## src/rtl/adc_reader.sv

```systemverilog
// adc_reader: runs one conversion and readout of an 18-bit two's-complement
// SAR ADC for each request. It drives CNV, clocks the result out over
// 3-wire SPI (SCK/SDO, CPOL=0, MSB first) and presents the signed sample.
//
// Optional build macro: ADC_READER_BUSY_WAIT_EN
//   When defined, the design adds a busy input. CONVERT then ends early,
//   as soon as the ADC BUSY pin is low. CONV_WAIT still bounds the
//   conversion as a timeout.
//
// Ports:
//   clk       system clock
//   rst       synchronous, active-high reset
//   arm       request; held high for the whole transaction
//   busy      ADC BUSY pin (only with ADC_READER_BUSY_WAIT_EN)
//   finished  sample valid; held while arm stays high
//   data      last completed sample (raw two's-complement code)
//   conv      ADC CNV pin
//   sck       SPI clock, idles low
//   sdo       ADC serial data; the ADC updates it after SCK falls
module adc_reader #(
   parameter int ADC_WID       = 18,
   parameter int CONV_WAIT     = 150,
   parameter int CONV_WAIT_WID = 8,
   parameter int SCK_HALF_PER  = 2,
   parameter int SCK_HALF_WID  = 4
) (
   input  logic                      clk,
   input  logic                      rst,
   input  logic                      arm,
`ifdef ADC_READER_BUSY_WAIT_EN
   input  logic                      busy,
`endif
   output logic                      finished,
   output logic signed [ADC_WID-1:0] data,
   output logic                      conv,
   output logic                      sck,
   input  logic                      sdo
);

   localparam int BIT_WID = $clog2(ADC_WID + 1);

   typedef enum logic [1:0] {
      S_IDLE,
      S_CONVERT,
      S_READ,
      S_DONE
   } state_t;

   state_t                    state, state_n;
   logic                      finished_n, conv_n, sck_n;
   logic signed [ADC_WID-1:0] data_n;
   logic [ADC_WID-1:0]        shift, shift_n;
   logic [CONV_WAIT_WID-1:0]  conv_cnt, conv_cnt_n;
   logic [SCK_HALF_WID-1:0]   div, div_n;
   logic [BIT_WID-1:0]        bit_cnt, bit_cnt_n;
   logic                      conv_exit;

   // conv_cnt holds the previous edge's count, so the count "at this edge"
   // is conv_cnt+1. The exit conditions below are shifted by one to match.
`ifdef ADC_READER_BUSY_WAIT_EN
   // A count of at least 2 masks the delay before the ADC raises BUSY.
   assign conv_exit = (conv_cnt == CONV_WAIT_WID'(CONV_WAIT - 1)) ||
                      (!busy && (conv_cnt >= CONV_WAIT_WID'(1)));
`else
   assign conv_exit = (conv_cnt == CONV_WAIT_WID'(CONV_WAIT - 1));
`endif

   always_ff @(posedge clk) begin
      if (rst) begin
         state    <= S_IDLE;
         finished <= 1'b0;
         data     <= '0;
         conv     <= 1'b0;
         sck      <= 1'b0;
         shift    <= '0;
         conv_cnt <= '0;
         div      <= '0;
         bit_cnt  <= '0;
      end else begin
         state    <= state_n;
         finished <= finished_n;
         data     <= data_n;
         conv     <= conv_n;
         sck      <= sck_n;
         shift    <= shift_n;
         conv_cnt <= conv_cnt_n;
         div      <= div_n;
         bit_cnt  <= bit_cnt_n;
      end
   end

   always_comb begin
      state_n    = state;
      finished_n = finished;
      data_n     = data;
      conv_n     = conv;
      sck_n      = sck;
      shift_n    = shift;
      conv_cnt_n = conv_cnt;
      div_n      = div;
      bit_cnt_n  = bit_cnt;

      case (state)
         S_IDLE: begin
            conv_n     = 1'b0;
            sck_n      = 1'b0;
            finished_n = 1'b0;
            if (arm) begin
               conv_n     = 1'b1;
               conv_cnt_n = '0;
               state_n    = S_CONVERT;
            end
         end

         S_CONVERT: begin
            if (!arm) begin
               conv_n     = 1'b0;
               sck_n      = 1'b0;
               finished_n = 1'b0;
               state_n    = S_IDLE;
            end else begin
               conv_cnt_n = conv_cnt + 1'b1;
               if (conv_exit) begin
                  conv_n    = 1'b0;
                  bit_cnt_n = BIT_WID'(ADC_WID);
                  div_n     = '0;
                  state_n   = S_READ;
               end
            end
         end

         S_READ: begin
            if (!arm) begin
               // Abort: the partial shift is dropped and data keeps the old sample.
               conv_n     = 1'b0;
               sck_n      = 1'b0;
               finished_n = 1'b0;
               state_n    = S_IDLE;
            end else if (div == SCK_HALF_WID'(SCK_HALF_PER - 1)) begin
               div_n = '0;
               sck_n = ~sck;
               if (sck) begin
                  // Falling SCK: the ADC still presents the current bit.
                  shift_n   = {shift[ADC_WID-2:0], sdo};
                  bit_cnt_n = bit_cnt - 1'b1;
                  if (bit_cnt == BIT_WID'(1)) begin
                     data_n     = {shift[ADC_WID-2:0], sdo};
                     finished_n = 1'b1;
                     state_n    = S_DONE;
                  end
               end
            end else begin
               div_n = div + 1'b1;
            end
         end

         S_DONE: begin
            conv_n     = 1'b0;
            sck_n      = 1'b0;
            finished_n = 1'b1;
            if (!arm) begin
               finished_n = 1'b0;
               state_n    = S_IDLE;
            end
         end

         default: begin
            state_n    = S_IDLE;
            conv_n     = 1'b0;
            sck_n      = 1'b0;
            finished_n = 1'b0;
         end
      endcase
   end

endmodule

```

## config.mk

```make
export PLATFORM = sky130hd
export DESIGN_NAME = adc_reader
export DESIGN_NICKNAME = d
export VERILOG_FILES = /design/src/rtl/adc_reader.sv
export SDC_FILE = /design/constraint.sdc
export NUM_CORES = 1
export LEC_CHECK = 0
export BUFFER_PORTS_ARGS = -buffer_cell sky130_fd_sc_hd__buf_2
export CAP_MARGIN = 20
export CORE_ASPECT_RATIO = 0.75
export CORE_MARGIN = 3
export CORE_UTILIZATION = 52
export DETAILED_ROUTE_END_ITERATION = 10
export PLACE_DENSITY = 0.83
export SYNTH_ARGS = -nofsm -noshare
export SYNTH_HDL_FRONTEND = slang
export SYNTH_SLANG_ARGS = --single-unit
```

## constraint.sdc

```tcl
create_clock -name clk -period 1.8 [get_ports clk]
set_clock_uncertainty 0.2 [all_clocks]
set_input_delay 0.18 -clock clk [delete_from_list [all_inputs] [get_ports clk]]
set_output_delay 0.18 -clock clk [all_outputs]
set_load 0.02 [all_outputs]
```

==> Yosys cells after proc, flatten, opt, wreduce, memory -nomap -nowiden <==
Cells that the tools add are included.
{ "word_totals": {"mem_bits_rw": 0, "inputBits": 4, "rom_bits": 0, "latch_bits": 0, "out_inout_bits": 21, "register_bits": 57, "n_memories": 0} }
{ "op_classes": {"multipliers": 0, "reduce_logical": 13, "order_cmp": 0, "mux": 36, "div_mod_pow": 0, "bitwise": 1, "n_shift": 0, "n_eq_ne": 19, "add_sub_neg": 3} }
{ "ops": {"columns": ["operator", "n"], "rows": [
  ["2-to-1 mux 5 bit", 5],
  ["inequality test 2 bit (second input constant)", 9],
  ["2-to-1 mux 2 bit", 8],
  ["2-to-1 mux 4 bit", 4],
  ["2-to-1 mux 8 bit", 2],
  ["case mux 8 bit (2 select lines)", 1],
  ["inequality test 3 bit (second input constant)", 4],
  ["AND reduction 4 bit", 3],
  ["AND reduction 6 bit", 2],
  ["2-to-1 mux 1 bit", 10],
  ["case mux 5 bit (2 select lines)", 1],
  ["adder 8 x 1 -> 8 bit (second input constant)", 1],
  ["equality test 8 bit (second input constant)", 1],
  ["case mux 1 bit (4 select lines)", 2],
  ["case mux 2 bit (4 select lines)", 1],
  ["case mux 4 bit (2 select lines)", 1],
  ["equality test 5 x 1 -> 1 bit (second input constant)", 1],
  ["AND reduction 5 bit", 1],
  ["subtractor 5 x 1 -> 5 bit (second input constant)", 1],
  ["adder 4 x 1 -> 4 bit (second input constant)", 1],
  ["equality test 2 bit (second input constant)", 2],
  ["equality test 4 x 1 -> 1 bit (second input constant)", 1],
  ["AND reduction 2 bit", 2],
  ["nonzero test 2 bit", 2],
  ["6 further kinds", 6]
]} }

==> Depth between registers and ports, before layout <==
{ "logic_depth": {"depth_word": 6, "mapped_depth": 8} }

==> Worst setup path before layout <==
No wires, ideal clock.
{ "synth_timing": {"path_kind": "register to register", "from": "register conv_cnt[1]", "to": "register bit_cnt[1]", "arrival_ns": 1.567, "path_slack_ns": -0.088, "synth_period_minus_slack_ns": 1.888, "path_stages_with_launch": 8, "path_cell_list": "dfxtp_1 inv_1 ha_1 and4b_1 buf_2 and3_1 o21ai_1 mux2_2"} }
{ "synth_between": {"elab_chain_cells": 3} }
{ "synth_lines": {"columns": ["item", "line_no", "rtl"], "rows": [
  ["start, declared", "53", "logic [CONV_WAIT_WID-1:0] conv_cnt, conv_cnt_n;"],
  ["start signal, assigned", "86", "conv_cnt <= conv_cnt_n;"],
  ["equality test 8 bit", "65", "assign conv_exit = (conv_cnt == CONV_WAIT_WID'(CONV_WAIT - 1));"],
  ["inequality test 2 bit (no source line)", null, null],
  ["AND reduction 6 bit (no source line)", null, null],
  ["end signal, assigned", "88", "bit_cnt <= bit_cnt_n;"],
  ["end, declared", "55", "logic [BIT_WID-1:0] bit_cnt, bit_cnt_n;"]
]} }
Every way passes these cells.
A chain may end at the register's enable or synchronous reset.

==> Worst setup path in the final report <==
{ "layout_timing": {"from": "register bit_cnt[1]", "to": "register data[16]"} }
{ "layout_between": {"elab_chain_cells": 2} }
{ "layout_lines": {"columns": ["item", "line_no", "rtl"], "rows": [
  ["equality test 5 x 1 -> 1 bit", "146", "if (bit_cnt == BIT_WID'(1)) begin"],
  ["AND reduction 5 bit (no source line)", null, null],
  ["end signal, assigned", "82", "data <= data_n;"],
  ["end, declared", "34", "output logic signed [ADC_WID-1:0] data,"]
]} }
Every way passes these cells.

==> impl_metrics.tcl <==
set metrics [dict create \
    synth_cell_types 49 \
    synthesis.area_sq_mm 0.00248 \
    finalHoldViolCount 0 \
    hp-class "in2reg" \
    critPathRequiredTime_ns 1.83 \
    synth_edf_count 0 \
    clockPowerShare 0.475 \
    route.detailed.drc 0 \
    synth-main-ff-cell "dfxtp_1" \
    met1Wirelength_um 2770 \
    wl_met2_um 2970 \
    avgRoutedWirePerCell_um 16.6 \
    combPwrFrac 0.032 \
    numPortBuffers 24 \
    synth_cells 259 \
    violations "negative setup slack" \
    cts_sinks 57 \
    numCtsBuffers 9 \
    clk_pin_slew_ns 0.07 \
    yosysSeqAreaShare 0.459 \
    post-route-min-period_ns 1.85 \
    vias 2106 \
    p_int_mw 1.97 \
    yosysTopAreaCell "dfxtp_1" \
    overflow 0 \
    die_y_um 65.9 \
    clk_latency_ns 0.34 \
    cts_max_path_buffers 2 \
    peakVddDrop_mv 0.857 \
    setup_viol 4 \
    n_antenna_cell 0 \
    fill_cells 310 \
    rsz0062_at_grt "true" \
    drtIter0Drc 160 \
    die_area_sq_mm 0.00565 \
    yosysWarnings 0 \
    highest_layer "met4" \
    synth_seq_cells 57 \
    tightestPinTransition_ns 0.443 \
    whs_ns 0.107 \
    crit_fanout 4 \
    fin_ws_ns -0.0521 \
    grt_pass1_vias 2025 \
    start_kind "register" \
    p_switching_uw 603 \
    viasPerCell 5.66 \
    io-pin-count 25 \
    grt_max_degree 27 \
    status "finished, violations left" \
    async_flop_share 0 \
    dp_hpwl_um 3500 \
    switching_share 0.234 \
    max_freq_mhz 540 \
    min_period_over_period 1.03 \
    p_seq_frac 0.493 \
    critPathCaptureType "register" \
    max_cap_violations 0 \
    slew_headroom 0.705 \
    drt_first_pass_iters 4 \
    htree_levels 3 \
    area_growth_syn_to_layout_pct 28.8 \
    final.setup.tns_ns -0.101 \
    nets 318 \
    power_density_mw_per_mm2 806 \
    grtUsageTotal 0.212 \
    syn-num-nets 267 \
    yosysTopAreaCellShare 0.459 \
    rows 21 \
    cts_tree "built" \
    die_w_um 85.8 \
    p_leak_nw 1.56 \
    critical_path_class "reg2reg" \
    wl_met3_um 338 \
    wirelength_um 6180 \
    core_sq_mm 0.00455 \
    start_util 0.546 \
    synth_area_leaders "dfxtp_1, mux2i_1, nor2_1" \
    arrival_ns 1.88 \
    cts_root_buf "clkbuf_8" \
    grt_pass1_wl_um 9290 \
    antenna_found_initial 0 \
    postRouteAntennaNets 0 \
    drive_gt1_frac 0.302 \
    postSynthAreaPerCell_sq_um 9.59 \
    slew_violations 0 \
    gp_congestion 0.849 \
]
[through the flow]
step	utilization	cell area (sq um)	setup slack, ns	power [mW]	cells
floorplan	-	2490	0.0215	1.34	259
detailed placement	0.609	2770	-0.0423	1.37	346
global route	0.704	3200	-0.142	2.65	372
finish	0.704	3200	-0.0521	2.58	372
CTS	0.671	3050	0.00297	2.58	367
global placement	0.609	2770	-0.0233	1.37	346
[placed cells by master, fill, tap and decap left out, types with 2 or more instances in the layout]
cell           instances
or4_1                  2
dfxtp_2                4
or3b_2                 2
nand2b_1               5
a311oi_1               2
ha_1                   2
mux2_2                 2
nand2_1               11
nor4b_4                2
o21ai_0                9
dlygate4sd3_1          2
mux2i_1               38
buf_2                 24
a21oi_1               10
nand4_1                3
nor3b_1                2
clkbuf_16              2
clkbuf_8              10
dfxtp_1               53
inv_1                  3
clkinvlp_4             3
nor2_1                44
buf_6                  4
nor2b_2                2
a211oi_1               3
nor3_1                 6
a21o_1                 2
nand3_1                5
buf_12                 2
buf_4                 21
a31oi_1                2
[worst max-delay path, cell delays in order (launching register included)]
cell	delay, ns
dfxtp_2	0.33
inv_2	0.07
ha_4	0.12
nor4b_4	0.18
buf_4	0.15
nand4_1	0.10
buf_6	0.18
clkbuf_16	0.16
mux2i_1	0.18
nor2_1	0.06
[cell usage after synthesis (3+ instances only)]
cell,n
nor3_1,6
dfxtp_1,57
nand3_1,5
a21oi_1,10
mux2i_1,38
clkbuf_1,8
nor2b_1,3
mux2_2,3
o21ai_0,10
nand2_1,11
ha_1,4
nand2b_1,5
nand4_1,3
inv_1,4
a211oi_1,4
nor2_1,44
[area by class of cell]
type,instances,area [sq um],area share
multi-input cells,183,1330,0.415
flip-flops and latches,57,1150,0.358
repair buffers,55,433,0.135
clock buffers,10,138,0.0430
well taps,57,71.3,0.0223
clock inverters,6,66.3,0.0207
inverters,4,15.0,0.00469
[power groups by stage]
stage	sequential (mW)	combinational (mW)	clock, mW
after floorplan	1.30	0.0441	0
after global placement	1.30	0.0691	0
after detailed placement	1.30	0.0705	0
after CTS	1.27	0.0765	1.24
after global routing	1.27	0.0905	1.30
final	1.27	0.0824	1.22
[sequential cells by signal, indices dropped and copies added, names as in the netlist]
register and flops:
conv 1, shift 17, state 2, sck 1, conv_cnt 8, data 18
finished 1, div 4, bit_cnt 5
[cells by family after synthesis]
family                   Yosys count  share of synthesized area
AO/OA/AOI/OAI                     38                     0.0962
XOR/XNOR                           1                    0.00353
adder cells (fa/ha/maj)            4                     0.0202
buffers and inverters             19                     0.0418
flip-flops                        57                      0.459
multiplexers                      41                      0.167
AND/OR/NAND/NOR                   99                      0.212
[timing repair]
| action | in CTS | in global routing |
|---|---|---|
| gates cloned | 0 | 3 |
| buffers inserted | 3 | 2 |
| gates resized for setup | 8 | 18 |
| hold buffers | 2 | 0 |
| pin swaps | 1 | 11 |
| endpoints found under the hold margin | 6 | 0 |
| endpoints found under the setup margin | 20 | 27 |
[path summary, 6_finish.rpt]
kind	from	to	slack, ns	cells past startpoint
max	bit_cnt[1]$_SDFFE_PP0P_	data[16]$_SDFFE_PP0P_	-0.05	9
min	arm	div[2]$_SDFFE_PP0P_	0.11	2
max reg2reg	bit_cnt[1]$_SDFFE_PP0P_	data[16]$_SDFFE_PP0P_	-0.05	9
min reg2reg	conv$_SDFFE_PP0P_	conv$_SDFFE_PP0P_	0.29	2
[metal layers]
layer | up-vias | GRT usage
met4 | 0 | 0.0810
met1 | 998 | 0.259
li1 | 1032 | -
met5 | - | 0
met3 | 14 | 0.0772
met2 | 62 | 0.343
Power figures use the tool's default switching activity.
